==> config.mk <==
export PLATFORM = sky130hd
export DESIGN_NAME = count_capture
export DESIGN_NICKNAME = d
export VERILOG_FILES = /design/src/rtl/count_capture_pkg.sv /design/src/rtl/sync_fifo.sv /design/src/rtl/count_capture.sv
export SDC_FILE = /design/constraint.sdc
export NUM_CORES = 1
export LEC_CHECK = 0
export BUFFER_PORTS_ARGS = -buffer_cell sky130_fd_sc_hd__buf_2
export CAP_MARGIN = 20
export CORE_UTILIZATION = 51
export CTS_CLUSTER_DIAMETER = 50
export DETAILED_ROUTE_END_ITERATION = 8
export GPL_TIMING_DRIVEN = 1
export PLACE_DENSITY = 0.83
export SLEW_MARGIN = 30
export SYNTH_ARGS = -nofsm -noshare
export SYNTH_HDL_FRONTEND = slang
export SYNTH_SLANG_ARGS = --single-unit
==> constraint.sdc <==
create_clock -name clk -period 2.3 [get_ports clk]
set_input_delay 0.46 -clock clk [delete_from_list [all_inputs] [get_ports clk]]
set_output_delay 0.46 -clock clk [all_outputs]
set_load 0.005 [all_outputs]
==> src/rtl/count_capture_pkg.sv <==
// Shared types and constants for the count_capture input-capture block.
package count_capture_pkg;

    typedef enum logic [1:0] {
        EDGE_NONE = 2'b00,
        EDGE_RISE = 2'b01,
        EDGE_FALL = 2'b10,
        EDGE_BOTH = 2'b11
    } edge_sel_e;

    localparam int unsigned ARM_CYCLES = 3;

endpackage

==> src/rtl/sync_fifo.sv <==
// Single-clock FIFO with extra-MSB pointers; a write into a full FIFO is
// accepted only when a read retires the head on the same edge.
module sync_fifo #(
    parameter int WIDTH = 8,
    parameter int DEPTH = 4
) (
    input  logic                       clk,
    input  logic                       reset,
    input  logic                       wr_en,
    input  logic [WIDTH-1:0]           wr_data,
    input  logic                       rd_en,
    output logic [WIDTH-1:0]           rd_data,
    output logic                       full,
    output logic                       empty,
    output logic [$clog2(DEPTH+1)-1:0] level
);

    localparam int AW = $clog2(DEPTH);
    localparam int PW = AW + 1;
    localparam int LW = $clog2(DEPTH + 1);

    logic [PW-1:0]    wr_ptr;
    logic [PW-1:0]    rd_ptr;
    logic [WIDTH-1:0] mem [DEPTH];
    logic             do_wr;
    logic             do_rd;

    assign empty   = (wr_ptr == rd_ptr);
    assign full    = (wr_ptr[AW] != rd_ptr[AW]) && (wr_ptr[AW-1:0] == rd_ptr[AW-1:0]);
    assign do_rd   = rd_en & ~empty;
    assign do_wr   = wr_en & (~full | do_rd);
    assign rd_data = mem[rd_ptr[AW-1:0]];
    assign level   = LW'(wr_ptr - rd_ptr);

    always_ff @(posedge clk or posedge reset) begin
        if (reset) begin
            wr_ptr <= '0;
            rd_ptr <= '0;
            for (int i = 0; i < DEPTH; i++) begin
                mem[i] <= '0;
            end
        end else begin
            if (do_wr) begin
                mem[wr_ptr[AW-1:0]] <= wr_data;
                wr_ptr              <= wr_ptr + PW'(1);
            end
            if (do_rd) begin
                rd_ptr <= rd_ptr + PW'(1);
            end
        end
    end

endmodule

==> src/rtl/count_capture.sv <==
// Input capture: synchronises event_in, detects the selected edge and
// timestamps the upstream counter value into a FIFO with a sticky drop flag.
module count_capture
    import count_capture_pkg::*;
#(
    parameter int NUM_BITS = 8,
    parameter int DEPTH    = 4
) (
    input  logic                       clk,
    input  logic                       reset,
    input  logic [NUM_BITS-1:0]        count,
    input  logic                       event_in,
    input  logic [1:0]                 edge_sel,
    output logic                       out_valid,
    input  logic                       out_ready,
    output logic [NUM_BITS-1:0]        out_data,
    output logic [$clog2(DEPTH+1)-1:0] level,
    output logic                       overflow,
    input  logic                       clear_overflow
);

    localparam int ARM_W = $clog2(ARM_CYCLES + 1);

    logic             sync1;
    logic             sync2;
    logic             prev;
    logic [ARM_W-1:0] arm_cnt;
    logic             armed;
    logic             rise;
    logic             fall;
    logic             hit;
    logic             detect;
    logic             pop;
    logic             drop;
    logic             full;
    logic             empty;

    // Arming hides the 0->1 seen by the synchroniser when event_in is
    // already high as reset releases.
    assign armed = (arm_cnt == ARM_W'(ARM_CYCLES));

    always_ff @(posedge clk or posedge reset) begin
        if (reset) begin
            sync1   <= 1'b0;
            sync2   <= 1'b0;
            prev    <= 1'b0;
            arm_cnt <= '0;
        end else begin
            sync1 <= event_in;
            sync2 <= sync1;
            prev  <= sync2;
            if (!armed) begin
                arm_cnt <= arm_cnt + ARM_W'(1);
            end
        end
    end

    assign rise = sync2 & ~prev;
    assign fall = ~sync2 & prev;

    always_comb begin
        hit = 1'b0;
        case (edge_sel_e'(edge_sel))
            EDGE_RISE: hit = rise;
            EDGE_FALL: hit = fall;
            EDGE_BOTH: hit = rise | fall;
            default:   hit = 1'b0;
        endcase
    end

    assign detect    = armed & hit;
    assign out_valid = ~empty;
    assign pop       = out_valid & out_ready;
    assign drop      = detect & full & ~pop;

    always_ff @(posedge clk or posedge reset) begin
        if (reset) begin
            overflow <= 1'b0;
        end else if (drop) begin
            overflow <= 1'b1;
        end else if (clear_overflow) begin
            overflow <= 1'b0;
        end
    end

    sync_fifo #(
        .WIDTH (NUM_BITS),
        .DEPTH (DEPTH)
    ) u_fifo (
        .clk     (clk),
        .reset   (reset),
        .wr_en   (detect),
        .wr_data (count),
        .rd_en   (pop),
        .rd_data (out_data),
        .full    (full),
        .empty   (empty),
        .level   (level)
    );

endmodule

# ---- Word-level counts from Yosys, hierarchy flattened
# Cells that the tools add are included.
dict set report word_totals {
  ff_bits 44
  in_bits 15
  out_inout_bits 13
  word_cells 54
}
dict set report classes {
  addsub 4
  n_lt_le_gt_ge 3
  n_eq_ne 7
  mux 9
  n_bitwise 17
  reduce_logical 3
}
# op count
set ops {}
lappend ops {{bitwise mux 32 bit} 1}
lappend ops {{2-to-1 mux 8 bit} 3}
lappend ops {{binary-select mux 8 bit (select 2 bit)} 1}
lappend ops {{demux 8 bit (select 2 bit)} 1}
lappend ops {{bitwise AND 1 bit} 8}
lappend ops {{adder 3 x 1 -> 3 bit, second input constant} 2}
lappend ops {{equality test 2 bit, second input constant} 3}
lappend ops {{>= comparator 3 bit, second input constant} 2}
lappend ops {{inverter 2 -> 3 bit} 2}
lappend ops {{inverter 1 bit} 5}
lappend ops {{equality test 3 bit} 1}
lappend ops {{< comparator 3 x 1 -> 1 bit, second input constant} 1}
lappend ops {{case mux 1 bit (3 select lines)} 1}
lappend ops {{subtractor 3 bit} 1}
lappend ops {{adder 2 x 1 -> 2 bit, second input constant} 1}
lappend ops {{equality test 2 x 1 -> 1 bit, second input constant} 1}
lappend ops {{equality test 2 bit} 1}
lappend ops {{logical AND 1 bit} 2}
lappend ops {{2-to-1 mux 1 bit} 2}
lappend ops {{bitwise OR 1 bit} 2}
lappend ops {{nonzero test 2 bit} 1}
lappend ops {{inequality test 1 bit} 1}

# ---- Longest topological paths before layout
# Gate-level depths: netlist of the first run.
dict set report logic_depth {
  ltp_word 8
  depth_mapped 8
  ltp_nobuf 6
}

# ---- Cells and area by module
# Synthesis of the first run repeated with hierarchy kept, for this count alone.
dict set report unflattened {
  hier_cells 153
  hier_area_um2 2150.8
}
# module instances cells_per_inst area_per_inst_um2 seq_area_each_um2
set by_module_without_submodules {}
lappend by_module_without_submodules {sync_fifo 1 125 1846.8 950.9}
lappend by_module_without_submodules {count_capture 1 28 304.0 150.1}

# ---- Least setup slack after synthesis of the first run
# OpenSTA, ideal clock, no wires.
dict set report synth_timing {
  path_kind {reg-to-reg}
  from {register u_fifo.rd_ptr[1]}
  to {register u_fifo.mem[10] in the netlist's numbering}
  setup_ns 0.125
  arrival_time_ns 2.095
  required_time_ns 2.175
  slack_ns 0.080
  path_stages_with_launch 8
  n_path_buf 1
  synth_period_minus_slack_ns 2.220
  path_cell_list {dfrtp_1 -> clkbuf_1 -> inv_1 -> ha_1 -> nand3b_1 -> nor2_2 -> nor3b_4 -> mux2_4}
}
dict set report synth_between {
  elab_chain_len 6
  word_cells_on_any_way 9
  cone_classes {eq/ne (2); bitwise (6); reduce/logical (1)}
}
# item line
set synth_rtl {}
lappend synth_rtl {{start: declaration} sync_fifo.sv:23} ;# logic [PW-1:0] rd_ptr;
lappend synth_rtl {{start signal: assignment} sync_fifo.sv:48} ;# rd_ptr <= rd_ptr + PW'(1);
lappend synth_rtl {{equality test 3 bit} sync_fifo.sv:28} ;# assign empty = (wr_ptr == rd_ptr);
lappend synth_rtl {{inverter 1 bit} {sync_fifo.sv:30, count_capture.sv:72}}
lappend synth_rtl {{bitwise AND 1 bit} count_capture.sv:73} ;# assign pop = out_valid & out_ready;
lappend synth_rtl {{bitwise AND 1 bit} sync_fifo.sv:30} ;# assign do_rd = rd_en & ~empty;
lappend synth_rtl {{bitwise OR 1 bit *} sync_fifo.sv:31} ;# assign do_wr = wr_en & (~full | do_rd);
lappend synth_rtl {{bitwise AND 1 bit *} sync_fifo.sv:31}
lappend synth_rtl {{end signal: indexed assignment} sync_fifo.sv:44} ;# mem[wr_ptr[AW-1:0]] <= wr_data;
lappend synth_rtl {{end: declaration} sync_fifo.sv:24} ;# logic [WIDTH-1:0] mem [DEPTH];
# Every way passes the cells marked *; elsewhere a longest branch is shown, timed or not.
# A chain may end at the register's enable or synchronous reset.

# ---- Worst setup path after layout of the first run
dict set report layout_timing {
  from {register sync2}
  to {register u_fifo.mem[10] in the netlist's numbering}
}
dict set report layout_between {
  elab_chain_len 6
  word_cells_on_any_way 7
  cone_classes {mux (1); bitwise (6)}
}
# item line
set layout_rtl {}
lappend layout_rtl {{start: declaration} count_capture.sv:25} ;# logic sync2;
lappend layout_rtl {{start signal: assignment} count_capture.sv:50} ;# sync2 <= sync1;
lappend layout_rtl {{inverter 1 bit} count_capture.sv:59} ;# assign fall = ~sync2 & prev;
lappend layout_rtl {{bitwise AND 1 bit} count_capture.sv:59}
lappend layout_rtl {{bitwise OR 1 bit} count_capture.sv:66} ;# EDGE_BOTH: hit = rise | fall;
lappend layout_rtl {{case mux 1 bit (3 select lines) *} count_capture.sv:63} ;# case (edge_sel_e'(edge_sel))
lappend layout_rtl {{bitwise AND 1 bit *} count_capture.sv:71} ;# assign detect = armed & hit;
lappend layout_rtl {{bitwise AND 1 bit *} sync_fifo.sv:31}
# Marked as above.

==> metrics.txt, run 1 <==
average size of a mapped cell 15.7 µm²; Critical R2R Capture u_fifo.mem[10]$_DFFE_PP0P_; VDD IR max 0.000687 V; register share of total power 0.378; Total Routing Usage GR 0.199; cells along the critical path inv_1 -> ha_1 -> nand2b_1 -> a311o_2 -> nor3b_4 -> buf_4 -> mux2_4; Die Ht 66.2 µm; Inst Count DP 213; Critical path origin sync2$_DFF_PP0_; drt pass-1 iters 3; crit-path max cell delay 470 ps; Post-synth EDFFs 0; Power Density 1440 nW/µm²; synth warn 0; CP endpoint kind register; first-pass GRT wire length 6260 µm; worst skew pair latency 300 ps; crit path DAT 2380 ps; Hold Crit Class primary input to register; initial antenna violation count 0; critical path data required time 2480 ps; GP Congestion 0.767; clock tree buffer depth 2; number of antenna diodes 0; CTS tree built; fmax 456 MHz; delay-heaviest family, CP compound AO/OA/AOI/OAI gates; post-detail-place hpwl 2630 µm; Crit-path slowest cell a311o_2; Post-CTS Hold Buffers 0; Leak 0.00113 µW; crit path to u_fifo.mem[10]$_DFFE_PP0P_; post-route insts no fill 221; Reg2Reg Depth 7; Crit Path Class register to register; total vias in the final route 1,184; Clk pin slew, worst setup/hold paths 80 ps; Critical Path Start Type register; Max FO, Critical Path 8; combinational share of power 0.448; Setup Skew 6.42 ps; status finished, final reports clean; Fin. Hold Viols 0; RSZ-0062 raised after global routing no; Total Power 3540 µW; Top FF cell, synth dfrtp_1; Port Buf Inserts 27; GRT Max-Usage Layer met2; final worst slack 108 ps; Int Power 2420 µW; IO Count 28; flop2flop setup slack 110 ps; drt drc 0; FFs w/ async S/R, synth 1.00; share of layout cells above drive strength 1 0.497; Synth Cell Area 2100 µm²; pin count of the biggest net entering global routing 45; Final ANT Viol Nets 0; Tcrit/Tclk final 0.953; vias in the first global route 1,294; H-tree levels 2; DIE WIDTH 66.2 µm; Post-Syn Instances 134; met3 Use GR 0.0466; MaxCap Viol Count 0; clock root buffer clkbuf_8; Clk pwr share 0.174; worst path bufs/invs 2; Final Setup Violations 0; Synth cell types 24; Sw Share 0.315; minimum clock period after layout 2190 ps; GR met1 Demand/Resource 0.244; worst slew pin tran 533 ps; Initial Utilization 0.554; FP Rows 22; CTS Sinks 44; met2 Use GR 0.341; Area Overhead vs Synth 17.1%; Die Area 4390 µm²; count of state elements after synthesis 44; Core Box Area 3800 µm²; FF-to-FF Start sync2$_DFF_PP0_; DRT iter0 DRCs 34; sequential fraction of the synthesis area 0.523; Slew Limit Fails 0; total negative slack 0 ps; Syn Nets 160; switching pwr 1110 µW; drt total wl 3690 µm; slew margin rel. 0.645; pre-CTS setup slack -3.89 ps; WL/cell 16.7 µm; cts bufs inserted 5; Crit. path cell count 7; Via density 5.36; total grt overflow 0; Final #Nets 198
==> per-stage QoR <==
stage                     utilization  instance area (µm²)  hold slack (ps)
after floorplan                     -                 2100              331
after global placement          0.615                 2340              339
after detailed placement        0.615                 2340              340
after CTS                       0.648                 2460              256
after global routing            0.649                 2460              258
final                           0.649                 2460              259
==> cell usage in the layout (no fill, tap or decap), drive strengths merged <==
| master | count |
|---|---|
| buf | 35 |
| o32ai | 1 |
| nor2 | 2 |
| mux2 | 35 |
| inv | 10 |
| clkbuf | 6 |
| nand2 | 1 |
| nand2b | 2 |
| ha | 10 |
| mux4 | 8 |
| dfrtp | 44 |
| a21oi | 1 |
| fa | 1 |
| a311o | 1 |
| clkinv | 1 |
| bufinv | 1 |
| nand3b | 1 |
| xnor2 | 6 |
| nand3 | 2 |
| nor3b | 4 |
| xor2 | 1 |
==> layout make-up <==
class,count,area [µm²]
inverters,10,37.5
multi-input cells,76,948
well taps,48,60.1
repair buffers,35,195
clock buffers,6,82.6
flip-flops and latches,44,1100
fillers,264,1340
clock inverters,2,38.8
==> routing by layer <==
metal | wire (µm) | vias to the layer above
met5 | 0 | -
met4 | 57 | 0
met3 | 118 | 7
met2 | 1960 | 18
met1 | 1550 | 615
li1 | - | 544
==> repair_timing <==
action	in CTS	in global routing
setup buffers	0	0
gates resized for setup	1	1
setup endpoints to repair	6	3
==> worst min-delay path by stage <==
stage	endpoint	startpoint	cells past startpoint
detailed placement	sync2$_DFF_PP0_	sync1$_DFF_PP0_	0
global route	sync1$_DFF_PP0_	event_in	1
global placement	sync2$_DFF_PP0_	sync1$_DFF_PP0_	0
CTS	sync1$_DFF_PP0_	event_in	1
floorplan	sync2$_DFF_PP0_	sync1$_DFF_PP0_	0
finish	sync1$_DFF_PP0_	event_in	1
==> Yosys cell counts, types with 2 or more instances <==
master	instances	area share
inv_1	10	0.018
nand2b_1	2	0.0059
clkbuf_1	2	0.0036
ha_1	10	0.059
dfrtp_1	44	0.52
mux4_2	8	0.086
mux2_1	6	0.032
mux2_2	21	0.11
mux2_4	8	0.057
nand3_1	2	0.0048
nor3b_4	3	0.027
xnor2_1	6	0.025
==> registers in the layout, summed over array words and instances (netlist names) <==
| signal | flops |
|---|---|
| u_fifo.mem | 32 |
| u_fifo.rd_ptr | 3 |
| u_fifo.wr_ptr | 3 |
| arm_cnt | 2 |
| overflow | 1 |
| prev | 1 |
| sync1 | 1 |
| sync2 | 1 |
==> cell families after synthesis <==
logic type / after synthesis / share of synthesized area
flops: 44 / 0.523
mux: 43 / 0.287
buf+inv: 14 / 0.0291
simple gates: 12 / 0.0511
fa+ha+maj: 11 / 0.0690
xor+xnor: 7 / 0.0291
compound gates: 3 / 0.0113
==> power groups by stage <==
stage                     clock network, µW  registers, µW  logic (µW)
after floorplan                           0           1280        1120
after global placement                    0           1310        1520
after detailed placement                  0           1350        1590
after CTS                               625           1330        1610
after global routing                    658           1370        1730
final                                   615           1340        1590
Note: power is estimated with default switching activity, not from simulation.
==> run 2, diff against run 1 <==
--- a/config.mk
+++ b/config.mk
@@ -7,11 +7,12 @@
 export LEC_CHECK = 0
 export BUFFER_PORTS_ARGS = -buffer_cell sky130_fd_sc_hd__buf_2
 export CAP_MARGIN = 20
-export CORE_UTILIZATION = 51
+export CORE_ASPECT_RATIO = 0.7
+export CORE_UTILIZATION = 37
 export CTS_CLUSTER_DIAMETER = 50
 export DETAILED_ROUTE_END_ITERATION = 8
 export GPL_TIMING_DRIVEN = 1
-export PLACE_DENSITY = 0.83
+export PLACE_DENSITY = 0.65
 export SLEW_MARGIN = 30
 export SYNTH_ARGS = -nofsm -noshare
 export SYNTH_HDL_FRONTEND = slang
==> run 2 against run 1 <==
  * Maximum frequency decreased by 0.15%
  * Largest cell class unchanged
  * Setup slack got worse by 3.3 ps
  * Highest routed layer unchanged
  * Combinational power about the same
==> metrics.txt, run 2 (synthesized netlist as in run 1, its figures left out) <==
Core Box Area 5370 µm² (+41%); drt pass-1 iters 4 (+1); Tcrit/Tclk final 0.955 (+0.00142); Biggest register u_fifo.mem; Largest regs u_fifo.mem: 32 flops, u_fifo.rd_ptr: 3 flops, u_fifo.wr_ptr: 3 flops; cells along the critical path inv_1 -> ha_1 -> nand2b_1 -> a311o_2 -> nor3b_1 -> buf_4 -> mux2_2; Critical R2R Capture u_fifo.mem[5]$_DFFE_PP0P_; crit path DAT 2380 ps (about the same); RSZ-0062 raised after global routing no; Area Overhead vs Synth 19.1%; Final Setup Violations 0 (unchanged); DRT iter0 DRCs 17 (-50%); IO Count 28 (unchanged); Via density 4.78 (-11%); commonest non-fill, non-tap cell in the layout dfrtp_1; Slew Limit Fails 0 (unchanged); Leak 0.00113 µW (-0.28%); commonest cells after routing, fill and taps aside dfrtp_1 (44), buf_2 (27), mux2_2 (21); CTS tree built; clock tree buffer depth 2 (unchanged); Clk pin slew, worst setup/hold paths 90 ps (about the same); clock root buffer clkbuf_8; Initial Utilization 0.392 (-0.162); CP endpoint kind register; crit-path max cell delay 460 ps (about the same); Reg2Reg Depth 7 (unchanged); Post-CTS Hold Buffers 0 (unchanged); fmax 455 MHz (-0.15%); pre-CTS setup slack 85.1 ps (+89.0 ps); Setup Skew 5.83 ps (-0.591 ps); Final #Nets 198 (unchanged); slew margin rel. 0.630 (-0.0151); total grt overflow 0 (unchanged); GP Congestion 0.735 (-4.1%); post-CTS setup buffer count 0 (unchanged); number of antenna diodes 0 (unchanged); total vias in the final route 1,170 (-1.2%); critical path data required time 2480 ps (about the same); final worst slack 104 ps (-3.27 ps); Power Density 1420 nW/µm² (-1.2%); drt total wl 3850 µm (+4.5%); share of layout cells above drive strength 1 0.491 (-0.00578); worst skew pair latency 290 ps (about the same); Crit Path Class register to register; DIE WIDTH 92.1 µm (+39%); Crit-path slowest cell a311o_2; Finished Cell Area 2510 µm² (+1.8%); FF-to-FF Start sync2$_DFF_PP0_; VDD IR max 0.000449 V (-35%); Critical path origin sync2$_DFF_PP0_; drt drc 0 (unchanged); Critical Path Start Type register; status finished, final reports clean; Fin. Hold Viols 0 (unchanged); post-detail-place hpwl 2830 µm (+7.3%); Inst Count DP 237 (+11%); crit path to u_fifo.mem[5]$_DFFE_PP0P_; Die Ht 65.1 µm (-1.7%); Die Area 6000 µm² (+37%); total negative slack 0 ps (unchanged); H-tree levels 2 (unchanged); FP Rows 22 (unchanged); minimum clock period after layout 2200 ps (+3.27 ps); initial antenna violation count 0 (unchanged); first-pass GRT wire length 6550 µm (+4.6%); Fillers 484 (+83%); Final ANT Viol Nets 0 (unchanged); Hold Crit Class primary input to register; cts bufs inserted 5 (unchanged); worst slew pin tran 556 ps (+22.7 ps); flop2flop setup slack 100 ps (about the same); Total Routing Usage GR 0.145 (-0.0540); MaxCap Viol Count 0 (unchanged); Area after DPL 2390 µm² (+2.4%); post-route insts no fill 245 (+11%); vias in the first global route 1,319 (+1.9%); max reg flops 32 (unchanged); Max FO, Critical Path 9 (+1); fin util 0.467 (-0.181); CTS Sinks 44 (unchanged); pin count of the biggest net entering global routing 45 (unchanged); Port Buf Inserts 27 (unchanged); WL/cell 15.7 µm (-5.7%)
-- run 2: changes by cell type in the layout (fill, tap and decap cells not counted) --
cell | previous run | this run
buf_12 | 0 | 2
clkinvlp_4 | 0 | 1
nor3b_2 | 1 | 0
clkinv_4 | 1 | 0
inv_6 | 0 | 1
nor3b_1 | 0 | 1
buf_4 | 8 | 6
clkbuf_8 | 6 | 5
-- run 2: timing repair --
action	in CTS	in global routing
endpoints found under the setup margin	0	3
gates resized for setup	0	1
hold endpoints to repair	0	0
-- run 2: worst min path at each step --
| stage | startpoint | end | slack (ps) | cells past startpoint |
|---|---|---|---|---|
| floorplan | sync1$_DFF_PP0_ | sync2$_DFF_PP0_ | 330 | 0 |
| CTS | event_in | sync1$_DFF_PP0_ | 260 | 1 |
| global placement | sync1$_DFF_PP0_ | sync2$_DFF_PP0_ | 340 | 0 |
| finish | event_in | sync1$_DFF_PP0_ | 270 | 1 |
| detailed placement | sync1$_DFF_PP0_ | sync2$_DFF_PP0_ | 350 | 0 |
| global route | event_in | sync1$_DFF_PP0_ | 260 | 1 |
-- run 2: worst max-delay path: cells and delay by family, from the launching register on --
kind / cells / cell delay [ps]
muxes: 1 / 350
adders and majority gates: 1 / 280
AOI/OAI and AO/OA: 1 / 460
buffers and inverters: 2 / 270
and+or+nand+nor: 2 / 350
DFF: 1 / 380
-- run 2: cell type report --
class	instances	area (µm²)	area share
sequential	44	1100	0.439
multi-input combinational	76	943	0.376
timing repair buffer	35	220	0.0878
clock inverter	3	46.3	0.0185
tap	72	90.1	0.0359
clock buffer	5	68.8	0.0274
inverter	10	37.5	0.0150
-- run 2: power breakdown --
group	switching [µW]	internal, µW	total [µW]
clock network	272	327	599
registers	204	1130	1330
logic	652	972	1620
total	1130	2430	3560
-- run 2: layer usage --
| layer | part of all wire | GRT usage | vias up | routed length (µm) |
|---|---|---|---|---|
| li1 | - | - | 550 | - |
| met1 | 0.48 | 0.193 | 592 | 1850 |
| met2 | 0.47 | 0.239 | 24 | 1820 |
| met3 | 0.042 | 0.0382 | 4 | 162 |
| met4 | 0.0047 | 0.0352 | 0 | 18 |
| met5 | 0 | 0 | - | 0 |
-- run 2: per-stage QoR --
stage / total power [µW] / hold slack [ps]
4_1_cts: 3610 / 262
6_report: 3560 / 269
3_3_place_gp: 2890 / 336
3_5_place_dp: 3000 / 352
5_1_grt: 3800 / 262
2_1_floorplan: 2400 / 331
==> run 3, diff against run 2 <==
--- a/config.mk
+++ b/config.mk
@@ -5,6 +5,7 @@
 export SDC_FILE = /design/constraint.sdc
 export NUM_CORES = 1
 export LEC_CHECK = 0
+export ABC_AREA = 1
 export BUFFER_PORTS_ARGS = -buffer_cell sky130_fd_sc_hd__buf_2
 export CAP_MARGIN = 20
 export CORE_ASPECT_RATIO = 0.7
==> run 3 against run 2 <==
  * Register-to-register slack gained 330 ps
  * Largest cell class unchanged
  * Largest power group unchanged
  * Maximum frequency up 1.9%
  * Synthesized cell count is 91% higher
  * Hold slack worse by 68 ps
  * Total power decreased by 2.8%
  * Critical endpoint is now level[2]
  * Via count is 57% higher
  * Clock power decreased by 17%
  * Critical path depth is 2 lower
==> metrics.txt, run 3 <==
Critical Path Start Type register; Final Setup Violations 0 (unchanged); met3 Use GR 0.0422 (+0.00404); pre-CTS setup slack 473 ps (+388 ps); Synth area leader dfrtp_1; Die Area 6380 µm² (+6.3%); Via density 4.99 (+4.5%); total grt overflow 0 (unchanged); sequential fraction of the synthesis area 0.491 (-0.0318); Area Overhead vs Synth 14.9%; initial antenna violation count 0 (unchanged); clock tree buffer depth 2 (unchanged); Port Buf Inserts 27 (unchanged); drt drc 0 (unchanged); pin count of the biggest net entering global routing 37 (-18%); Syn Nets 282 (+76%); Setup Skew 4.57 ps (-1.26 ps); final worst slack 145 ps (+41.0 ps); Slew Limit Fails 0 (unchanged); post-CTS setup buffer count 0 (unchanged); Hold Crit Class primary input to asynchronous set/reset pin; slew margin rel. 0.485 (-0.145); IO Count 28 (unchanged); post-detail-place hpwl 3700 µm (+31%); clock root buffer clkbuf_8; Leak 0.00136 µW (+21%); Tcrit/Tclk final 0.937 (-0.0178); Final #Nets 317 (+60%); most frequent cell after synthesis nand2_1; GR met1 Demand/Resource 0.257 (+0.0646); worst skew pair latency 290 ps (about the same); status finished, final reports clean; drt total wl 5340 µm (+39%); number of antenna diodes 0 (unchanged); minimum clock period after layout 2150 ps (-41.0 ps); critical path data required time 1840 ps (-640 ps); Top FF cell, synth dfrtp_1; total negative slack 0 ps (unchanged); GRT Max-Usage Layer met2; Area after DPL 2480 µm² (+3.9%); Post-synth EDFFs 0 (unchanged); MaxCap Viol Count 0 (unchanged); Post-CTS Hold Buffers 0 (unchanged); Die Ht 67.1 µm (+3.1%); crit path DAT 1690 ps (-690 ps); worst slew pin tran 768 ps (+212 ps); PostCTS Resize Cnt 0 (unchanged); CTS Sinks 44 (unchanged); Fillers 592 (+22%); cts bufs inserted 5 (unchanged); Biggest register u_fifo.mem; top area cells in the synthesized netlist dfrtp_1 (49%), nand2_1 (13%), nand3_1 (7.4%); Initial Utilization 0.387 (-0.00466); vias in the first global route 1,810 (+37%); cells along the critical path inv_1 -> ha_1 -> fa_1 -> xor2_1 -> buf_2; GP Congestion 0.754 (+2.6%); synth warn 0 (unchanged); Post-Syn Instances 256 (+91%); Max FO, Critical Path 4 (-5); VDD IR max 0.000388 V (-14%); Crit-path slowest cell dfrtp_1; RSZ-0062 raised after global routing no; first-pass GRT wire length 8750 µm (+34%); max reg flops 32 (unchanged); commonest cells in the netlist nand2_1 (78), dfrtp_1 (44), nand3_1 (33), nor2_1 (18), o21ai_0 (18); share of layout cells above drive strength 1 0.195 (-0.296); H-tree levels 2 (unchanged); Clk pin slew, worst setup/hold paths 80 ps (about the same); crit-path max cell delay 410 ps (-50 ps); total vias in the final route 1,832 (+57%); met2 Use GR 0.294 (+0.0553); top cell type's share of synthesized area 0.491 (-0.0318); DIE WIDTH 95.0 µm (+3.1%); Final ANT Viol Nets 0 (unchanged); average size of a mapped cell 8.75 µm² (-44%); Synth cell types 27 (+13%); Power Density 1340 nW/µm² (-5.3%); CTS tree built; FFs w/ async S/R, synth 1.00 (unchanged); Core Box Area 5780 µm² (+7.8%); Largest regs u_fifo.mem: 32 flops, u_fifo.rd_ptr: 3 flops, u_fifo.wr_ptr: 3 flops; WL/cell 14.6 µm (-7.5%); Crit Path Class register to output port; Finished Cell Area 2570 µm² (+2.6%); commonest non-fill, non-tap cell in the layout nand2_1; count of state elements after synthesis 44 (unchanged); FP Rows 23 (+4.5%); Synth Cell Area 2240 µm² (+6.5%); Fin. Hold Viols 0 (unchanged); commonest cells after routing, fill and taps aside nand2_1 (78), dfrtp_1 (44), nand3_1 (33); DRT iter0 DRCs 129 (+112); drt pass-1 iters 4 (unchanged); fmax 464 MHz (+1.9%); Total Routing Usage GR 0.186 (+0.0406); CP endpoint kind output port
## run 3: cell count changes in the layout (fill, tap and decap cells not counted), sizes merged, moves of 5 or more
cell / previous run / this run
nand2: 1 / 83
mux2: 35 / 1
nand3: 2 / 35
o21ai: 0 / 18
nor2: 2 / 19
o22ai: 0 / 9
mux4: 8 / 0
xnor2: 6 / 1
## run 3: power by group
part | switching (µW) | internal (µW) | leakage, µW | total (µW)
registers | 196 | 1090 | 0.000540 | 1280
clock network | 254 | 245 | 0.0000455 | 499
logic | 1000 | 671 | 0.000776 | 1680
total | 1450 | 2000 | 0.00136 | 3460
## run 3: cell families after synthesis
family | count (synthesis) | share of synthesized area
buffers and inverters | 26 | 0.0625
AOI/OAI and AO/OA | 29 | 0.0759
xor gates and xnor gates | 4 | 0.0156
and+or+nand+nor | 141 | 0.285
muxes | 1 | 0.00502
adders and majority gates | 11 | 0.0648
DFF | 44 | 0.491
## run 3: path summary, 6_finish.rpt
check | from | slack, ps | end | cells after the start
min in group clk | event_in | 270 | sync1$_DFF_PP0_ | 1
setup reg to reg | u_fifo.wr_ptr[0]$_DFFE_PP0P_ | 430 | u_fifo.mem[8]$_DFFE_PP0P_ | 9
hold / removal | reset | 200 | u_fifo.wr_ptr[2]$_DFFE_PP0P_ | 2
max in group asynchronous | reset | 1560 | u_fifo.mem[6]$_DFFE_PP0P_ | 3
hold reg to reg | sync1$_DFF_PP0_ | 360 | sync2$_DFF_PP0_ | 0
setup / recovery | u_fifo.wr_ptr[0]$_DFFE_PP0P_ | 150 | level[2] | 5
## run 3: area by class of cell
class	instances	area, µm²	area share
well taps	75	93.8	0.0365
flip-flops and latches	44	1100	0.428
inverters	17	66.3	0.0258
clock buffers	8	90.1	0.0350
repair buffers	37	223	0.0865
multi-input cells	186	1000	0.388
## run 3: routing by layer
layer  share of wire  up-vias
li1                -      907
met1            0.48      875
met2            0.44       46
met3           0.074        4
met4          0.0052        0
met5               0        -
## run 3: stage by stage
stage / util / hold WS, ps / power, µW / instances
2_1_floorplan: - / 331 / 2340 / 256
3_3_place_gp: 0.429 / 337 / 2950 / 359
3_5_place_dp: 0.429 / 343 / 2990 / 359
4_1_cts: 0.445 / 220 / 3500 / 367
5_1_grt: 0.445 / 239 / 3780 / 367
6_report: 0.445 / 200 / 3460 / 367
## run 3: critical path: cells and delay by family (launching register included)
| family | cells | cell delay (ps) |
|---|---|---|
| xor+xnor | 1 | 160 |
| fa+ha+maj | 2 | 590 |
| buf+inv | 2 | 240 |
| flops | 1 | 410 |
